### src/rtl/hpi_pkg.sv
// Shared types, register selects and default timing for the HPI access sequencer.
// The FSM state encodings live here so the bench and any wrapper agree on them.
package hpi_pkg;

  typedef enum logic [1:0] {
    HPI_ADDR_DATA    = 2'd0,
    HPI_ADDR_MAILBOX = 2'd1,
    HPI_ADDR_ADDRESS = 2'd2,
    HPI_ADDR_STATUS  = 2'd3
  } hpi_addr_e;

  localparam logic [2:0] ST_IDLE   = 3'd0;
  localparam logic [2:0] ST_SETUP  = 3'd1;
  localparam logic [2:0] ST_STROBE = 3'd2;
  localparam logic [2:0] ST_HOLD   = 3'd3;
  localparam logic [2:0] ST_TURN   = 3'd4;

  localparam int unsigned DEF_SETUP_CYC  = 1;
  localparam int unsigned DEF_STROBE_CYC = 4;
  localparam int unsigned DEF_HOLD_CYC   = 1;
  localparam int unsigned DEF_TURN_CYC   = 2;

  typedef struct packed {
    logic        port;
    logic        write;
    logic [1:0]  addr;
    logic [15:0] wdata;
  } req_t;

  // Down-counter preload for a phase of 'cyc' cycles; zero-length phases are skipped, never loaded.
  function automatic logic [3:0] cnt_load(input int unsigned cyc);
    if (cyc == 0) return 4'd0;
    return 4'(cyc - 1);
  endfunction

endpackage

### src/rtl/hpi_access_sequencer_if.sv
// Pad-side HPI bus between the sequencer (master) and the tri-state pad ring (slave).
interface hpi_access_sequencer_if;
  logic [1:0]  hpi_addr;
  logic        hpi_cs_n;
  logic        hpi_r_n;
  logic        hpi_w_n;
  logic [15:0] hpi_data_out;
  logic        hpi_data_oe;
  logic [15:0] hpi_data_in;

  modport master (
    output hpi_addr, hpi_cs_n, hpi_r_n, hpi_w_n, hpi_data_out, hpi_data_oe,
    input  hpi_data_in
  );

  modport slave (
    input  hpi_addr, hpi_cs_n, hpi_r_n, hpi_w_n, hpi_data_out, hpi_data_oe,
    output hpi_data_in
  );
endinterface

### src/rtl/hpi_rr_arbiter.sv
// Two-way round-robin arbiter. On a tie the port that did not win last time is granted;
// last_grant resets to 1 so port 0 wins the very first tie.
module hpi_rr_arbiter (
  input  logic       clk,
  input  logic       rst,
  input  logic       en,
  input  logic [1:0] req,
  output logic [1:0] gnt,
  output logic       gnt_idx
);

  logic last_q, last_d;

  always_comb begin
    gnt     = 2'b00;
    gnt_idx = 1'b0;
    last_d  = last_q;
    if (en) begin
      if (req[0] && (!req[1] || last_q)) begin
        gnt     = 2'b01;
        gnt_idx = 1'b0;
        last_d  = 1'b0;
      end else if (req[1]) begin
        gnt     = 2'b10;
        gnt_idx = 1'b1;
        last_d  = 1'b1;
      end
    end
  end

  always_ff @(posedge clk) begin
    if (rst) last_q <= 1'b1;
    else     last_q <= last_d;
  end

endmodule

### src/rtl/hpi_access_sequencer.sv
// Shares the CY7C67200 HPI between the Nios bridge (port 0) and the keycode poller (port 1),
// issuing single-word cycles with programmable setup/strobe/hold/turnaround timing.
//
// state  | meaning
// IDLE   | bus released; grant a pending request
// SETUP  | CS_N low, address (and write data) valid ahead of the strobe
// STROBE | RD_N or WR_N low
// HOLD   | strobe released; CS_N, address and write data still held
// TURN   | CS_N high, data bus released before the next grant
module hpi_access_sequencer
  import hpi_pkg::*;
#(
  parameter int unsigned SETUP_CYC  = DEF_SETUP_CYC,
  parameter int unsigned STROBE_CYC = DEF_STROBE_CYC,
  parameter int unsigned HOLD_CYC   = DEF_HOLD_CYC,
  parameter int unsigned TURN_CYC   = DEF_TURN_CYC
) (
  input  logic                   Clk,
  input  logic                   Reset,

  input  logic                   req0_valid,
  input  logic                   req0_write,
  input  logic [1:0]             req0_addr,
  input  logic [15:0]            req0_wdata,
  output logic                   req0_ready,
  output logic                   rsp0_valid,
  output logic [15:0]            rsp0_rdata,

  input  logic                   req1_valid,
  input  logic                   req1_write,
  input  logic [1:0]             req1_addr,
  input  logic [15:0]            req1_wdata,
  output logic                   req1_ready,
  output logic                   rsp1_valid,
  output logic [15:0]            rsp1_rdata,

  hpi_access_sequencer_if.master hpi,
  output logic                   busy
);

  localparam logic [2:0] ST_FIRST       = (SETUP_CYC != 0) ? ST_SETUP : ST_STROBE;
  localparam logic [2:0] ST_POST_HOLD   = (TURN_CYC != 0) ? ST_TURN : ST_IDLE;
  localparam logic [2:0] ST_POST_STROBE = (HOLD_CYC != 0) ? ST_HOLD : ST_POST_HOLD;

  localparam logic [3:0] SETUP_LD  = cnt_load(SETUP_CYC);
  localparam logic [3:0] STROBE_LD = cnt_load(STROBE_CYC);
  localparam logic [3:0] HOLD_LD   = cnt_load(HOLD_CYC);
  localparam logic [3:0] TURN_LD   = cnt_load(TURN_CYC);

  function automatic logic [3:0] load_for(input logic [2:0] st);
    case (st)
      ST_SETUP:  return SETUP_LD;
      ST_STROBE: return STROBE_LD;
      ST_HOLD:   return HOLD_LD;
      ST_TURN:   return TURN_LD;
      default:   return 4'd0;
    endcase
  endfunction

  logic [2:0]  state_q, state_d;
  logic [3:0]  cnt_q, cnt_d;
  req_t        req_q, req_d;
  logic        cs_n_q, cs_n_d;
  logic        r_n_q, r_n_d;
  logic        w_n_q, w_n_d;
  logic        oe_q, oe_d;
  logic [15:0] dout_q, dout_d;
  logic [1:0]  rsp_valid_q, rsp_valid_d;
  logic [15:0] rdata0_q, rdata0_d;
  logic [15:0] rdata1_q, rdata1_d;

  logic        arb_en;
  logic [1:0]  gnt;
  logic        gnt_idx;
  logic        accept;
  logic        strobe_done;
  logic        active_d;

  assign arb_en = (state_q == ST_IDLE) && !Reset;

  hpi_rr_arbiter u_arb (
    .clk     (Clk),
    .rst     (Reset),
    .en      (arb_en),
    .req     ({req1_valid, req0_valid}),
    .gnt     (gnt),
    .gnt_idx (gnt_idx)
  );

  always_comb begin
    state_d     = state_q;
    cnt_d       = cnt_q;
    req_d       = req_q;
    accept      = 1'b0;
    strobe_done = 1'b0;
    case (state_q)
      ST_IDLE: begin
        if (gnt != 2'b00) begin
          accept      = 1'b1;
          req_d.port  = gnt_idx;
          req_d.write = gnt_idx ? req1_write : req0_write;
          req_d.addr  = gnt_idx ? req1_addr  : req0_addr;
          req_d.wdata = gnt_idx ? req1_wdata : req0_wdata;
          state_d     = ST_FIRST;
        end
      end
      ST_SETUP: begin
        if (cnt_q == 4'd0) state_d = ST_STROBE;
        else               cnt_d   = cnt_q - 4'd1;
      end
      ST_STROBE: begin
        if (cnt_q == 4'd0) begin
          strobe_done = 1'b1;
          state_d     = ST_POST_STROBE;
        end else begin
          cnt_d = cnt_q - 4'd1;
        end
      end
      ST_HOLD: begin
        if (cnt_q == 4'd0) state_d = ST_POST_HOLD;
        else               cnt_d   = cnt_q - 4'd1;
      end
      ST_TURN: begin
        if (cnt_q == 4'd0) state_d = ST_IDLE;
        else               cnt_d   = cnt_q - 4'd1;
      end
      default: state_d = ST_IDLE;
    endcase
    if (state_d != state_q) cnt_d = load_for(state_d);
  end

  // Pad controls are decoded from the next state so every strobe comes straight off a flop.
  always_comb begin
    active_d    = (state_d == ST_SETUP) || (state_d == ST_STROBE) || (state_d == ST_HOLD);
    cs_n_d      = !active_d;
    r_n_d       = !((state_d == ST_STROBE) && !req_d.write);
    w_n_d       = !((state_d == ST_STROBE) && req_d.write);
    oe_d        = active_d && req_d.write;
    dout_d      = (accept && req_d.write) ? req_d.wdata : dout_q;
    rsp_valid_d = {strobe_done && req_q.port, strobe_done && !req_q.port};
    rdata0_d    = (strobe_done && !req_q.write && !req_q.port) ? hpi.hpi_data_in : rdata0_q;
    rdata1_d    = (strobe_done && !req_q.write &&  req_q.port) ? hpi.hpi_data_in : rdata1_q;
  end

  always_ff @(posedge Clk) begin
    if (Reset) begin
      state_q     <= ST_IDLE;
      cnt_q       <= 4'd0;
      req_q       <= '0;
      cs_n_q      <= 1'b1;
      r_n_q       <= 1'b1;
      w_n_q       <= 1'b1;
      oe_q        <= 1'b0;
      dout_q      <= 16'h0000;
      rsp_valid_q <= 2'b00;
      rdata0_q    <= 16'h0000;
      rdata1_q    <= 16'h0000;
    end else begin
      state_q     <= state_d;
      cnt_q       <= cnt_d;
      req_q       <= req_d;
      cs_n_q      <= cs_n_d;
      r_n_q       <= r_n_d;
      w_n_q       <= w_n_d;
      oe_q        <= oe_d;
      dout_q      <= dout_d;
      rsp_valid_q <= rsp_valid_d;
      rdata0_q    <= rdata0_d;
      rdata1_q    <= rdata1_d;
    end
  end

  assign req0_ready       = gnt[0];
  assign req1_ready       = gnt[1];
  assign rsp0_valid       = rsp_valid_q[0];
  assign rsp1_valid       = rsp_valid_q[1];
  assign rsp0_rdata       = rdata0_q;
  assign rsp1_rdata       = rdata1_q;
  assign busy             = (state_q != ST_IDLE);

  assign hpi.hpi_addr     = req_q.addr;
  assign hpi.hpi_cs_n     = cs_n_q;
  assign hpi.hpi_r_n      = r_n_q;
  assign hpi.hpi_w_n      = w_n_q;
  assign hpi.hpi_data_out = dout_q;
  assign hpi.hpi_data_oe  = oe_q;

endmodule

### src/flat_wrapper.sv
// flat-port wrapper written by rule: the top's interface ports become plain ports
module hpi_access_sequencer_flat import hpi_pkg::*;
#(
  parameter int unsigned SETUP_CYC  = DEF_SETUP_CYC,
  parameter int unsigned STROBE_CYC = DEF_STROBE_CYC,
  parameter int unsigned HOLD_CYC   = DEF_HOLD_CYC,
  parameter int unsigned TURN_CYC   = DEF_TURN_CYC
)
  (Clk, Reset, req0_valid, req0_write, req0_addr, req0_wdata, req0_ready, rsp0_valid, rsp0_rdata, req1_valid, req1_write, req1_addr, req1_wdata, req1_ready, rsp1_valid, rsp1_rdata, busy, hpi_hpi_addr, hpi_hpi_cs_n, hpi_hpi_r_n, hpi_hpi_w_n, hpi_hpi_data_out, hpi_hpi_data_oe, hpi_hpi_data_in);
  hpi_access_sequencer_if hpi_i ();
  input  logic Clk;
  input  logic Reset;
  input  logic req0_valid;
  input  logic req0_write;
  input  logic [1:0] req0_addr;
  input  logic [15:0] req0_wdata;
  output logic req0_ready;
  output logic rsp0_valid;
  output logic [15:0] rsp0_rdata;
  input  logic req1_valid;
  input  logic req1_write;
  input  logic [1:0] req1_addr;
  input  logic [15:0] req1_wdata;
  output logic req1_ready;
  output logic rsp1_valid;
  output logic [15:0] rsp1_rdata;
  output logic busy;
  output wire logic [$bits(hpi_i.hpi_addr)-1:0] hpi_hpi_addr;
  output wire logic [$bits(hpi_i.hpi_cs_n)-1:0] hpi_hpi_cs_n;
  output wire logic [$bits(hpi_i.hpi_r_n)-1:0] hpi_hpi_r_n;
  output wire logic [$bits(hpi_i.hpi_w_n)-1:0] hpi_hpi_w_n;
  output wire logic [$bits(hpi_i.hpi_data_out)-1:0] hpi_hpi_data_out;
  output wire logic [$bits(hpi_i.hpi_data_oe)-1:0] hpi_hpi_data_oe;
  input wire logic [$bits(hpi_i.hpi_data_in)-1:0] hpi_hpi_data_in;
  assign hpi_hpi_addr = hpi_i.hpi_addr;
  assign hpi_hpi_cs_n = hpi_i.hpi_cs_n;
  assign hpi_hpi_r_n = hpi_i.hpi_r_n;
  assign hpi_hpi_w_n = hpi_i.hpi_w_n;
  assign hpi_hpi_data_out = hpi_i.hpi_data_out;
  assign hpi_hpi_data_oe = hpi_i.hpi_data_oe;
  assign hpi_i.hpi_data_in = hpi_hpi_data_in;
  hpi_access_sequencer #(.SETUP_CYC(SETUP_CYC), .STROBE_CYC(STROBE_CYC), .HOLD_CYC(HOLD_CYC), .TURN_CYC(TURN_CYC)) u_core (.Clk(Clk), .Reset(Reset), .req0_valid(req0_valid), .req0_write(req0_write), .req0_addr(req0_addr), .req0_wdata(req0_wdata), .req0_ready(req0_ready), .rsp0_valid(rsp0_valid), .rsp0_rdata(rsp0_rdata), .req1_valid(req1_valid), .req1_write(req1_write), .req1_addr(req1_addr), .req1_wdata(req1_wdata), .req1_ready(req1_ready), .rsp1_valid(rsp1_valid), .rsp1_rdata(rsp1_rdata), .hpi(hpi_i), .busy(busy));
endmodule
### config.mk
export PLATFORM = sky130hd
export DESIGN_NAME = hpi_access_sequencer_flat
export DESIGN_NICKNAME = d
export VERILOG_FILES = /design/src/rtl/hpi_pkg.sv /design/src/rtl/hpi_access_sequencer_if.sv /design/src/rtl/hpi_rr_arbiter.sv /design/src/rtl/hpi_access_sequencer.sv /design/src/flat_wrapper.sv
export SDC_FILE = /design/constraint.sdc
export NUM_CORES = 1
export LEC_CHECK = 0
export BUFFER_PORTS_ARGS = -buffer_cell sky130_fd_sc_hd__buf_4
export CAP_MARGIN = 20
export CORE_ASPECT_RATIO = 1.75
export CORE_MARGIN = 1.5
export CORE_UTILIZATION = 46
export DETAILED_ROUTE_END_ITERATION = 7
export PLACE_DENSITY = 0.78
export SETUP_SLACK_MARGIN = 0.02
export SYNTH_ARGS = -nofsm -noshare
export SYNTH_HDL_FRONTEND = slang
export SYNTH_SLANG_ARGS = --single-unit
### constraint.sdc
create_clock -name Clk -period 2.67 [get_ports Clk]
set_input_delay 0.267 -clock Clk [delete_from_list [all_inputs] [get_ports Clk]]
set_output_delay 0.267 -clock Clk [all_outputs]
set_load 0.02 [all_outputs]
Word-level counts from Yosys, hierarchy flattened
Index checks and enable logic that the tools add are counted. W data, S select, Z words.

Bits in registers: 82. Input port bits: 58. Output and inout port bits: 59. Word-level logic and storage cells: 85.

Add/sub/neg operators: 1. Equality and inequality tests: 10. Muxes and demuxes: 27. Reductions and logical operators: 32.

Operators with widths (number): $mux W19 (2); $mux W16 (1); $mux W3 (5); $pmux W3 S5 (1); $eq A3 B2 Y1 const B (4); $mux W4 (3); $logic_and A1 B1 Y1 (11); $mux W1 (10); $logic_not A1 Y1 (8); $mux W2 (4); $eq A3 B1 Y1 const B (2); $eq A3 B3 Y1 const B (2); $reduce_and A2 Y1 (3); $reduce_bool A2 Y1 (3); $logic_not A4 Y1 (1); $pmux W2 S2 (1); $reduce_or A4 Y1 (1); $sub A4 B1 Y4 const B (1); $logic_not A3 Y1 (1); $logic_or A1 B1 Y1 (3); $ne A3 B3 Y1 (1); $reduce_bool A3 Y1 (1); $ne A2 B2 Y1 const B (1).

Longest topological paths before layout
Gate-level depths: netlist of run 1.

Depth in word-level cells: 12. Depth in mapped cells: 8.

By module
From an unflattened synthesis of run 1, not the netlist that was laid out.

Cell total of the unflattened synthesis: 321. Area, all modules: 2805.2 um^2.

Modules (own cells, without submodules): hpi_access_sequencer (instances 1, cells each 312, area an instance 2738.9 um^2, seq. area each 1301.2 um^2); hpi_rr_arbiter (instances 1, cells each 9, area an instance 66.3 um^2, seq. area each 20.0 um^2).

Least setup slack after synthesis of run 1
OpenSTA, ideal clock, no wires.

Path type: register to register. From: register u_core.cnt_q[0]. To: register u_core.w_n_q (netlist: u_core.hpi.hpi_w_n). Library setup time: 0.134 ns. Arrival time: 1.837 ns. Data required time: 2.536 ns. Setup slack: 0.699 ns. Stages on the path, launching flop included: 8. Path buffers: 1. Period minus slack after synthesis: 1.971 ns. Path through: dfxtp_1 inv_1 ha_1 or3b_2 clkbuf_1 nor3b_1 a21oi_1 or4_1.

Longest elaborated chain between the ends: 6. Elaborated cells between the ends (all ways): 9.

Ends and longest elaborated chain: start, declared (line hpi_access_sequencer.sv:61) `logic [3:0] cnt_q, cnt_d;`; start signal, assigned (line hpi_access_sequencer.sv:160) `cnt_q <= cnt_d;`; $logic_not A4 Y1 *; $mux W3 (on tied branches); $pmux W3 S5 * (line hpi_access_sequencer.sv:96) `case (state_q)`; $eq A3 B2 Y1 * (line hpi_access_sequencer.sv:137) `w_n_d = !((state_d == ST_STROBE) && req_d.write);`; $logic_and A1 B1 Y1 * (line hpi_access_sequencer.sv:137); $logic_not A1 Y1 * (line hpi_access_sequencer.sv:137); end signal, assigned (line hpi_access_sequencer.sv:164) `w_n_q <= w_n_d;`; end, declared (line hpi_access_sequencer.sv:65) `logic w_n_q, w_n_d;`.

Every way passes the cells marked *; elsewhere a longest branch is shown, timed or not. A chain may end at the register's enable or synchronous reset.

Final worst setup path of run 1
Ends and elaborated chain as after synthesis.

==> out/qor.tcl, run 1 <==
set qor(run_status) {finished, final reports clean}
set qor(synth_cell_types) 42
set qor(timing.clock.skew_ns) 0.009854
set qor(crit_chain) {inv_1, ha_1, or3b_2, nor3b_1, a21oi_1, or4_1}
set qor(buffers_plus_inverters_on_the_worst_setup_path) 1
set qor(crit_fanout) 8
set qor(switching_power_share_of_the_total) 0.3468
set qor(cp_slowest_cell) {or3b_2}
set qor(critical_path_arrival_ns) 2.28
set qor(final-seq-area_um2) 1321
set qor(clk_latency_ns) 0.33
set qor(max_cap_viol_count) 0
set qor(grt_pass1_wl_um) 11210
set qor(drt_wl_total_um) 6756
set qor(drive_above_1_share) 0.3439
set qor(pin_count_of_the_biggest_net_entering_global_routing) 50
set qor(total_count_of_hold_check_failures_in_the_final_report) 0
set qor(htree_num_levels) 3
set qor(cpPeakStageDelay_ns) 0.57
set qor(globalRouteTotalUtil) 0.2319
set qor(clk_path_buf_depth) 2
set qor(p_sw_mw) 1.170
set qor(power_frac_seq) 0.378
set qor(finalCriticalPeriod_ns) 2.072
set qor(post-synth-top-area-fraction) 0.4965
set qor(number_of_flip_flops_and_latches_in_the_synthesized_netlist) 66
set qor(multi_input_area_um2) 1230
set qor(timing.rr.end) {u_core.hpi.hpi_w_n}
set qor(filler_cell_count) 501
set qor(achievable-frequency_mhz) 482.6
set qor(cts_buffers) 9
set qor(post-cts-setup-buffer-count) 0
set qor(die_area_um2) 6268
set qor(areaGrowthSynthToFinish_pct) 42.08
set qor(sequential_cell_area_fraction_in_the_yosys_report) 0.4965
set qor(io_pins) 117
set qor(vias_per_cell) 5.123
set qor(antenna_found_initial) 0
set qor(ys_dominant_reg_cell) {dfxtp_1}
set qor(cts_sinks) 66
set qor(worst_ir_drop_vdd_uv) 578.0
set qor(hold_class) {in2reg}
set qor(p_int_mw) 2.204
set qor(post-dp-hpwl_um) 4964
set qor(tritoncts) {yes}
set qor(place.gp.congestion) 0.8487
set qor(asyncSetResetFlopFracSynth) 0
set qor(rr_worst_depth) 6
set qor(wire_per_inst_um) 13.90
set qor(dr.pass1.iters) 4
set qor(design.final.nets) 464
set qor(p_leak_nw) 1.620
set qor(start_util) 0.4765
set qor(holdCritStartpoint) {hpi_hpi_data_in[10]}
set qor(ant_nets) 0
set qor(core-area_um2) 5585
set qor(avgSynthCellArea_um2) 8.901
set qor(grt_setup_unrepaired) {false}
set qor(vias) 2490
set qor(dr.first_iter.drc_count) 117
set qor(total_design_power_mw) 3.374
set qor(setup_tns_ns) 0
set qor(layout_worst_path_cycle_share) 0.7761
set qor(worst_r2r_startpoint) {u_core.cnt_q[0]}
set qor(cts_resized) 0
set qor(dieHeight_um) 103.6
set qor(clock_power_share) 0.276
set qor(buffer_ports.inserted) 116
set qor(total_count_of_max_transition_violations_in_the_final_report) 0
set qor(synth_area_um2) 2661
set qor(tightest_slew_ns) 0.6386
set qor(holdPathEnd) {u_core.rsp0_rdata[10]}
set qor(netlist_top_cells_area) {dfxtp_1 (50%), nand2_1 (9.3%), mux2i_1 (7.5%)}
set qor(power_per_cell_area_nw_per_um2) 892.4
set qor(number_of_flops_mapped_to_enable_cells_by_yosys) 0
set qor(antenna_cells_inserted) 0
set qor(power.share.combinational) 0.346
set qor(critPathRequiredTime_ns) 2.87
set qor(ys_top_cells_by_count) {dfxtp_1 (66), nand2_1 (66), a21oi_1 (34)}
set qor(std_cell_rows) 36
set qor(synthesis.yosys.warnings) 0
set qor(yosysTopAreaCell) {dfxtp_1}
set qor(end_kind) {flip-flop}
set qor(postCtsHoldBufs) 0
set qor(syn-num-nets) 358
set qor(drcViolationCount) 0
set qor(clock-root-buffer) {clkbuf_8}
set qor(clk_transition_reported_paths_ns) 0.08
set qor(final_setup_viols) 0
set qor(dieWidth_um) 60.50
set qor(netlist_instances) 299
set qor(cp_top_delay_family) {simple AND/OR/NAND/NOR gates}
set qor(headroom_to_the_max_slew_limit) 0.5698
set qor(worst_hold_path_cells) 3
set qor(grt_pass1_vias) 2518
set qor(reg2reg_setup_slack_ns) 0.60
set qor(grt-ovfl-total) 0
set qor(worst_setup_path_start_kind) {flip-flop}
set qor(timing_worst_setup_path_type) {reg2reg}
## stage by stage
step           cells  worst slack, ns    util  hold WS [ns]  cell area, µm²
2_1_floorplan    299           0.6985       -        0.4030            2661
3_3_place_gp     470           0.6705  0.6364        0.4396            3555
3_5_place_dp     470           0.6295  0.6364        0.4442            3555
4_1_cts          486           0.6056  0.6770        0.1672            3781
5_1_grt          486           0.4403  0.6770        0.1706            3781
6_report         486           0.5977  0.6770        0.1852            3781
## registers in the layout, indices dropped and copies added, names as in the netlist
register,flops
u_core.hpi.hpi_data_oe,1
u_core.hpi.hpi_w_n,1
u_core.hpi.hpi_cs_n,1
u_core.hpi.hpi_r_n,1
u_core.req_q,2
u_core.rsp_valid_q,2
u_core.state_q,3
u_core.rsp0_rdata,16
u_core.cnt_q,4
u_core.hpi.hpi_data_out,16
u_core.hpi.hpi_addr,2
u_core.rsp1_rdata,16
u_core.u_arb.last_q,1
## final cells by class
class                      count  area share
sequential                    66      0.3494
multi-input combinational    206      0.3253
timing repair buffer         120      0.2383
clock buffer                  10     0.03640
tap                           76     0.02515
clock inverter                 6     0.02349
inverter                       2    0.001985
## power by group through the flow
| stage | sequential, mW | clock, mW | combinational [mW] |
|---|---|---|---|
| 6_report | 1.28 | 0.932 | 1.17 |
| 5_1_grt | 1.30 | 1.00 | 1.29 |
| 4_1_cts | 1.27 | 0.956 | 1.17 |
| 3_5_place_dp | 1.29 | 0 | 1.17 |
| 3_3_place_gp | 1.29 | 0 | 1.16 |
| 2_1_floorplan | 1.39 | 0 | 0.684 |
## per-layer routing
| layer | GRT usage | vias to the layer above | share of wire |
|---|---|---|---|
| met2 | 0.3952 | 72 | 0.55 |
| met4 | 0.1242 | 0 | 0.032 |
| met3 | 0.05119 | 18 | 0.039 |
| li1 | - | 1254 | - |
| met1 | 0.2544 | 1146 | 0.37 |
| met5 | 0 | - | 0 |
## worst reg2reg max path: stages, from the launching register on
cell	delay (ns)
dfxtp_1	0.34
inv_1	0.06
ha_1	0.20
or3b_2	0.57
nor3b_1	0.29
a21oi_1	0.08
or4_1	0.40
## cell usage in the layout (no fill, tap or decap), types with 2 or more instances in the layout
cell type	instances
clkinvlp_4	2
dfxtp_1	66
o21ai_0	4
and3_1	3
clkbuf_8	10
nor2_1	14
a21o_1	2
a21oi_1	34
o21a_1	3
nor3_1	2
inv_1	2
nand2_1	66
nand3b_1	4
a31oi_1	6
nand3_1	4
bufinv_16	2
nor3b_1	3
buf_4	120
mux2i_1	20
o2bb2ai_1	16
o211a_1	2
## worst max-delay path by stage
stage	from	to	depth (start not counted)
floorplan	u_core.cnt_q[0]	u_core.hpi.hpi_w_n	7
finish	u_core.cnt_q[0]	u_core.hpi.hpi_w_n	6
global placement	u_core.cnt_q[0]	u_core.hpi.hpi_w_n	6
CTS	u_core.cnt_q[0]	u_core.hpi.hpi_w_n	6
global route	u_core.cnt_q[0]	u_core.hpi.hpi_w_n	6
detailed placement	u_core.cnt_q[0]	u_core.hpi.hpi_w_n	6
## logic make-up (layout without fill, tap and decap cells)
logic type	Yosys count	after routing	synth area share
multiplexers	21	21	0.07945
flip-flops	66	66	0.4965
adder cells (fa/ha/maj)	2	2	0.008462
buffers and inverters	27	138	0.04278
AO/OA/AOI/OAI	74	74	0.1805
XOR/XNOR	1	1	0.003292
AND/OR/NAND/NOR	108	108	0.1890
No activity file was read; power rests on OpenSTA's default activity.
==> run 2, diff against run 1 <==
- clock period: 2.67 -> 2 ns (I/O delays scaled with it)
==> run 2 against run 1 <==
Compared with the run above:
- final cell count increased by 1.4%
- via count increased by 3.4%
- clock power up 24%
- die area stayed put
- power is 36% higher
- first-iteration DRC count fell by 7.7%
- flip-flop and latch count unchanged
- largest cell class unchanged
==> out/qor.tcl, run 2 (same netlist as run 1, synthesis figures left out) <==
set qor(run_status) {finished, final reports clean}
set qor(filler_cell_count) 484
set qor(end_kind) {primary output}
set qor(power.share.combinational) 0.385
set qor(cp_top_delay_family) {simple AND/OR/NAND/NOR gates}
set qor(cpPeakStageDelay_ns) 0.37
set qor(clk_path_buf_depth) 2
set qor(setup.worst_path.end) {req1_ready}
set qor(final-seq-area_um2) 1321
set qor(wire_per_inst_um) 14.56
set qor(clk_latency_ns) 0.33
set qor(depth_of_the_critical_timing_path_with_buffers_and_inverters_included) 4
set qor(worst_ir_drop_vdd_uv) 579.8
set qor(finalCriticalPeriod_ns) 1.850
set qor(worst_setup_path_start_kind) {flip-flop}
set qor(std_cell_rows) 36
set qor(power_per_cell_area_nw_per_um2) 1196
set qor(vias) 2574
set qor(antenna_found_initial) 0
set qor(grt_pass1_vias) 2436
set qor(areaGrowthSynthToFinish_pct) 44.38
set qor(post_layout_nonfiller_instances) 493
set qor(multi_input_area_um2) 1251
set qor(reg2reg_setup_slack_ns) 0.16
set qor(timing_worst_setup_path_type) {reg2out}
set qor(p_sw_mw) 1.621
set qor(crit_fanout) 17
set qor(dr.pass1.iters) 4
set qor(post-cts-setup-buffer-count) 0
set qor(cp_slowest_cell) {nor4_1}
set qor(place.gp.congestion) 0.8083
set qor(p_leak_nw) 1.661
set qor(total_count_of_max_transition_violations_in_the_final_report) 0
set qor(cts_buffers) 9
set qor(layout_worst_path_cycle_share) 0.9248
set qor(buffers_plus_inverters_on_the_worst_setup_path) 2
set qor(clock_power_share) 0.253
set qor(vias_per_cell) 5.221
set qor(grt-ovfl-total) 0
set qor(dieHeight_um) 103.6
set qor(antenna_cells_inserted) 0
set qor(tritoncts) {yes}
set qor(pin_count_of_the_biggest_net_entering_global_routing) 30
set qor(power_frac_seq) 0.362
set qor(critPathMostFrequentCell) {buf_4}
set qor(start_util) 0.4765
set qor(clock-root-buffer) {clkbuf_8}
set qor(grt_setup_unrepaired) {false}
set qor(core-area_um2) 5585
set qor(ant_nets) 0
set qor(post_route_setup_slack_ns) 0.1504
set qor(tightest_slew_ns) 0.6579
set qor(max_cap_viol_count) 0
set qor(worst_r2r_startpoint) {u_core.cnt_q[1]}
set qor(critical_path_arrival_ns) 1.65
set qor(dieWidth_um) 60.50
set qor(total_count_of_hold_check_failures_in_the_final_report) 0
set qor(cts_sinks) 66
set qor(drive_above_1_share) 0.3645
set qor(achievable-frequency_mhz) 540.6
set qor(crit_chain) {buf_4, nor4_1, and2_1, buf_4}
set qor(die_area_um2) 6268
set qor(start_point_of_the_critical_path) {u_core.state_q[2]}
set qor(p_int_mw) 2.975
set qor(pre_cts_slack_ns) 0.05817
set qor(dr.first_iter.drc_count) 108
set qor(final_setup_viols) 0
set qor(io_pins) 117
set qor(headroom_to_the_max_slew_limit) 0.5568
set qor(mostFrequentLayoutCells) {buf_4 (127), dfxtp_1 (66), nand2_1 (65)}
set qor(drcViolationCount) 0
set qor(timing.clock.skew_ns) 0.01240
set qor(hold_class) {in2reg}
set qor(drt_wl_total_um) 7178
set qor(total_design_power_mw) 4.596
set qor(globalRouteTotalUtil) 0.2378
set qor(critPathRequiredTime_ns) 1.80
set qor(clk_transition_reported_paths_ns) 0.07
set qor(htree_num_levels) 3
set qor(buffer_ports.inserted) 116
set qor(design.final.nets) 471
set qor(grt_pass1_wl_um) 11500
set qor(final_common_cell) {buf_4}
set qor(place_inst) 477
set qor(setup_tns_ns) 0
set qor(timing.rr.end) {u_core.hpi.hpi_w_n}
set qor(post-dp-hpwl_um) 5185
set qor(switching_power_share_of_the_total) 0.3526
set qor(rr_worst_depth) 6
run 2: cell types whose count changed in the layout (fill, tap and decap cells not counted), sizes merged:
cell	change
clkinv	+2
clkbuf	+2
inv	-1
buf	+7
clkinvlp	-2
bufinv	-1
run 2: power by group through the flow:
stage / clock [mW] / combinational, mW / sequential, mW
finish: 1.16 / 1.77 / 1.66
global route: 1.23 / 1.92 / 1.69
CTS: 1.19 / 1.72 / 1.66
detailed placement: 0 / 1.71 / 1.69
global placement: 0 / 1.68 / 1.68
floorplan: 0 / 0.913 / 1.85
run 2: tightest hold or removal path, delay by kind of cell:
kind            cells  cell delay (ns)
compound gates      1             0.05
buf+inv             1             0.11
simple gates        1             0.05
run 2: repair_timing:
item | 4_1_cts | 5_1_grt
hold buffers | 0 | 0
resized for setup | 0 | 5
setup endpoints to repair | 0 | 21
run 2: metrics by stage:
stage / area [µm²] / hold WS, ns / util
CTS: 3821 / 0.1116 / 0.6841
finish: 3842 / 0.1217 / 0.6879
detailed placement: 3607 / 0.4444 / 0.6458
floorplan: 2661 / 0.3360 / -
global placement: 3607 / 0.4394 / 0.6458
global route: 3842 / 0.1212 / 0.6879
run 2: final cells by class:
| class | count | area share |
|---|---|---|
| timing repair buffer | 127 | 0.2481 |
| multi-input combinational | 206 | 0.3256 |
| tap | 76 | 0.02475 |
| sequential | 66 | 0.3439 |
| clock inverter | 4 | 0.01270 |
| clock buffer | 12 | 0.04298 |
| inverter | 2 | 0.001954 |
run 2: per-layer routing:
metal,routed length (µm),GRT usage,vias up,share of wire
li1,-,-,1267,-
met1,2732,0.2686,1210,0.38
met2,3966,0.4138,75,0.55
met3,241,0.03995,22,0.034
met4,238,0.1102,0,0.033
met5,0,0,-,0
run 2: how the worst min path moves through the flow:
| stage | cells past startpoint | end | start | slack, ns |
|---|---|---|---|---|
| detailed placement | 2 | u_core.rsp1_rdata[9] | u_core.rsp1_rdata[9] | 0.44 |
| CTS | 3 | u_core.rsp0_rdata[10] | hpi_hpi_data_in[10] | 0.11 |
| global placement | 2 | u_core.rsp1_rdata[0] | u_core.rsp1_rdata[0] | 0.44 |
| floorplan | 2 | u_core.rsp0_rdata[0] | hpi_hpi_data_in[0] | 0.34 |
| global route | 3 | u_core.rsp0_rdata[11] | hpi_hpi_data_in[11] | 0.12 |
| finish | 3 | u_core.rsp0_rdata[0] | hpi_hpi_data_in[0] | 0.12 |
==> run 3, diff against run 2 <==
- PLACE_DENSITY: 0.78 -> 0.83
==> run 3 against run 2 <==
Compared with the run above:
- sequential power about the same
- fmax decreased by 1.4%
- final area decreased by 0.20%
- core utilization decreased by 0.13 points
- largest power group unchanged
- first-iteration DRC count increased by 8.3%
- count of clock-buffer cells in the layout decreased by 1
- via count increased by 1.2%
- worst hold slack about the same
==> out/qor.tcl, run 3 (same netlist as run 1, synthesis figures left out) <==
set qor(run_status) {finished, final reports clean}
set qor(holdCritStartpoint) {hpi_hpi_data_in[13]}
set qor(htree_num_levels) 3
set qor(power_per_cell_area_nw_per_um2) 1182
set qor(vias_per_cell) 5.286
set qor(wire_per_inst_um) 14.68
set qor(critPathRequiredTime_ns) 2.21
set qor(crit_chain) {inv_1, ha_1, or3b_2, nor3b_2, a21oi_1, or4_1}
set qor(rr_worst_depth) 6
set qor(p_int_mw) 2.922
set qor(total_count_of_hold_check_failures_in_the_final_report) 0
set qor(holdPathEnd) {u_core.rsp1_rdata[13]}
set qor(crit_fanout) 5
set qor(buffer_ports.inserted) 116
set qor(post-cts-setup-buffer-count) 0
set qor(finalCriticalPeriod_ns) 1.876
set qor(core-area_um2) 5585
set qor(buffers_plus_inverters_on_the_worst_setup_path) 1
set qor(achievable-frequency_mhz) 533.2
set qor(grt_util_met2) 0.4107
set qor(start_util) 0.4765
set qor(dieHeight_um) 103.6
set qor(layout_worst_path_cycle_share) 0.9378
set qor(final-seq-area_um2) 1321
set qor(switching_power_share_of_the_total) 0.3556
set qor(timing.clock.skew_ns) 0.005968
set qor(max_cap_viol_count) 0
set qor(top_usage_layer) {met2}
set qor(cts_sinks) 66
set qor(dieWidth_um) 60.50
set qor(cts_buffers) 9
set qor(globalRouteTotalUtil) 0.2464
set qor(place_inst) 478
set qor(groute.layer.met1.usage) 0.2807
set qor(drcViolationCount) 0
set qor(std_cell_rows) 36
set qor(gr-usage-met3) 0.05493
set qor(die_area_um2) 6268
set qor(worst_r2r_startpoint) {u_core.cnt_q[0]}
set qor(design.final.nets) 472
set qor(dr.pass1.iters) 4
set qor(postCtsHoldBufs) 0
set qor(timing_worst_setup_path_type) {reg2reg}
set qor(final_common_cell) {buf_4}
set qor(io_pins) 117
set qor(timing.rr.end) {u_core.hpi.hpi_w_n}
set qor(grt_pass1_vias) 2549
set qor(final.hold.worst_slack_ns) 0.1217
set qor(p_sw_mw) 1.612
set qor(setup_tns_ns) 0
set qor(p_leak_nw) 1.658
set qor(headroom_to_the_max_slew_limit) 0.5393
set qor(mostFrequentLayoutCells) {buf_4 (128), nand2_1 (66), dfxtp_1 (66)}
set qor(final_setup_viols) 0
set qor(tritoncts) {yes}
set qor(clk_path_buf_depth) 2
set qor(cp_top_delay_family) {simple AND/OR/NAND/NOR gates}
set qor(clk_transition_reported_paths_ns) 0.07
set qor(post-dp-hpwl_um) 5318
set qor(worst_ir_drop_vdd_uv) 782.1
set qor(tightest_slew_ns) 0.6838
set qor(total_design_power_mw) 4.534
set qor(cp_slowest_cell) {or3b_2}
set qor(areaGrowthSynthToFinish_pct) 44.10
set qor(end_kind) {flip-flop}
set qor(worst_hold_path_cells) 3
set qor(multi_input_area_um2) 1247
set qor(hold_class) {in2reg}
set qor(antenna_cells_inserted) 0
set qor(ant_nets) 0
set qor(pin_count_of_the_biggest_net_entering_global_routing) 44
set qor(vias) 2606
set qor(start_point_of_the_critical_path) {u_core.cnt_q[0]}
set qor(drt_wl_total_um) 7236
set qor(grt-ovfl-total) 0
set qor(filler_cell_count) 477
set qor(grt_setup_unrepaired) {true}
set qor(critical_path_arrival_ns) 2.08
set qor(grt_pass1_wl_um) 11890
set qor(cpPeakStageDelay_ns) 0.48
set qor(drive_above_1_share) 0.3645
set qor(clock_power_share) 0.248
set qor(total_count_of_max_transition_violations_in_the_final_report) 0
set qor(clk_latency_ns) 0.33
set qor(dr.first_iter.drc_count) 117
set qor(antenna_found_initial) 0
set qor(worst_setup_path_start_kind) {flip-flop}
set qor(clock-root-buffer) {clkbuf_8}
set qor(place.gp.congestion) 0.8995
set qor(reg2reg_setup_slack_ns) 0.12
set qor(power_frac_seq) 0.368
set qor(power.share.combinational) 0.384
set qor(cts_resized) 0
set qor(post_layout_nonfiller_instances) 493
run 3: worst max path at each step:
stage,end,slack (ns),cells after the start
after floorplan,u_core.hpi.hpi_w_n,0.03,7
after global placement,u_core.hpi.hpi_w_n,0.13,6
after detailed placement,u_core.hpi.hpi_w_n,0.08,6
after CTS,u_core.hpi.hpi_w_n,0.07,6
after global routing,u_core.hpi.hpi_w_n,0.006,6
final,u_core.hpi.hpi_w_n,0.12,6
run 3: power groups by stage:
stage	logic, mW	registers [mW]	clock network, mW
after CTS	1.72	1.67	1.15
after global placement	1.67	1.68	0
after detailed placement	1.71	1.69	0
after global routing	1.91	1.70	1.21
after floorplan	0.913	1.85	0
final	1.74	1.67	1.12
run 3: cell type report:
type	instances	share of cell area
flip-flops and latches	66	0.3445
well taps	76	0.02480
clock buffers	11	0.03948
clock inverters	4	0.01338
inverters	2	0.001958
multi-input cells	206	0.3253
repair buffers	128	0.2506
run 3: metrics by stage:
stage / instance area [µm²] / setup WS (ns) / utilization
after floorplan: 2661 / 0.02854 / -
after global placement: 3615 / 0.1344 / 0.6472
after detailed placement: 3615 / 0.07508 / 0.6472
after CTS: 3817 / 0.06693 / 0.6835
after global routing: 3835 / 0.005855 / 0.6866
final: 3835 / 0.1244 / 0.6866
run 3: layer usage:
layer	wire length (µm)	up-vias	share of wire
li1	-	1264	-
met1	2680	1211	0.37
met2	3973	103	0.55
met3	308	28	0.043
met4	274	0	0.038
met5	0	-	0
run 3: worst register-to-register path, stage by stage (launching register included):
cell and delay [ns]:
dfxtp_1 0.34, inv_1 0.06, ha_1 0.19, or3b_2 0.48
nor3b_2 0.22, a21oi_1 0.07, or4_1 0.38
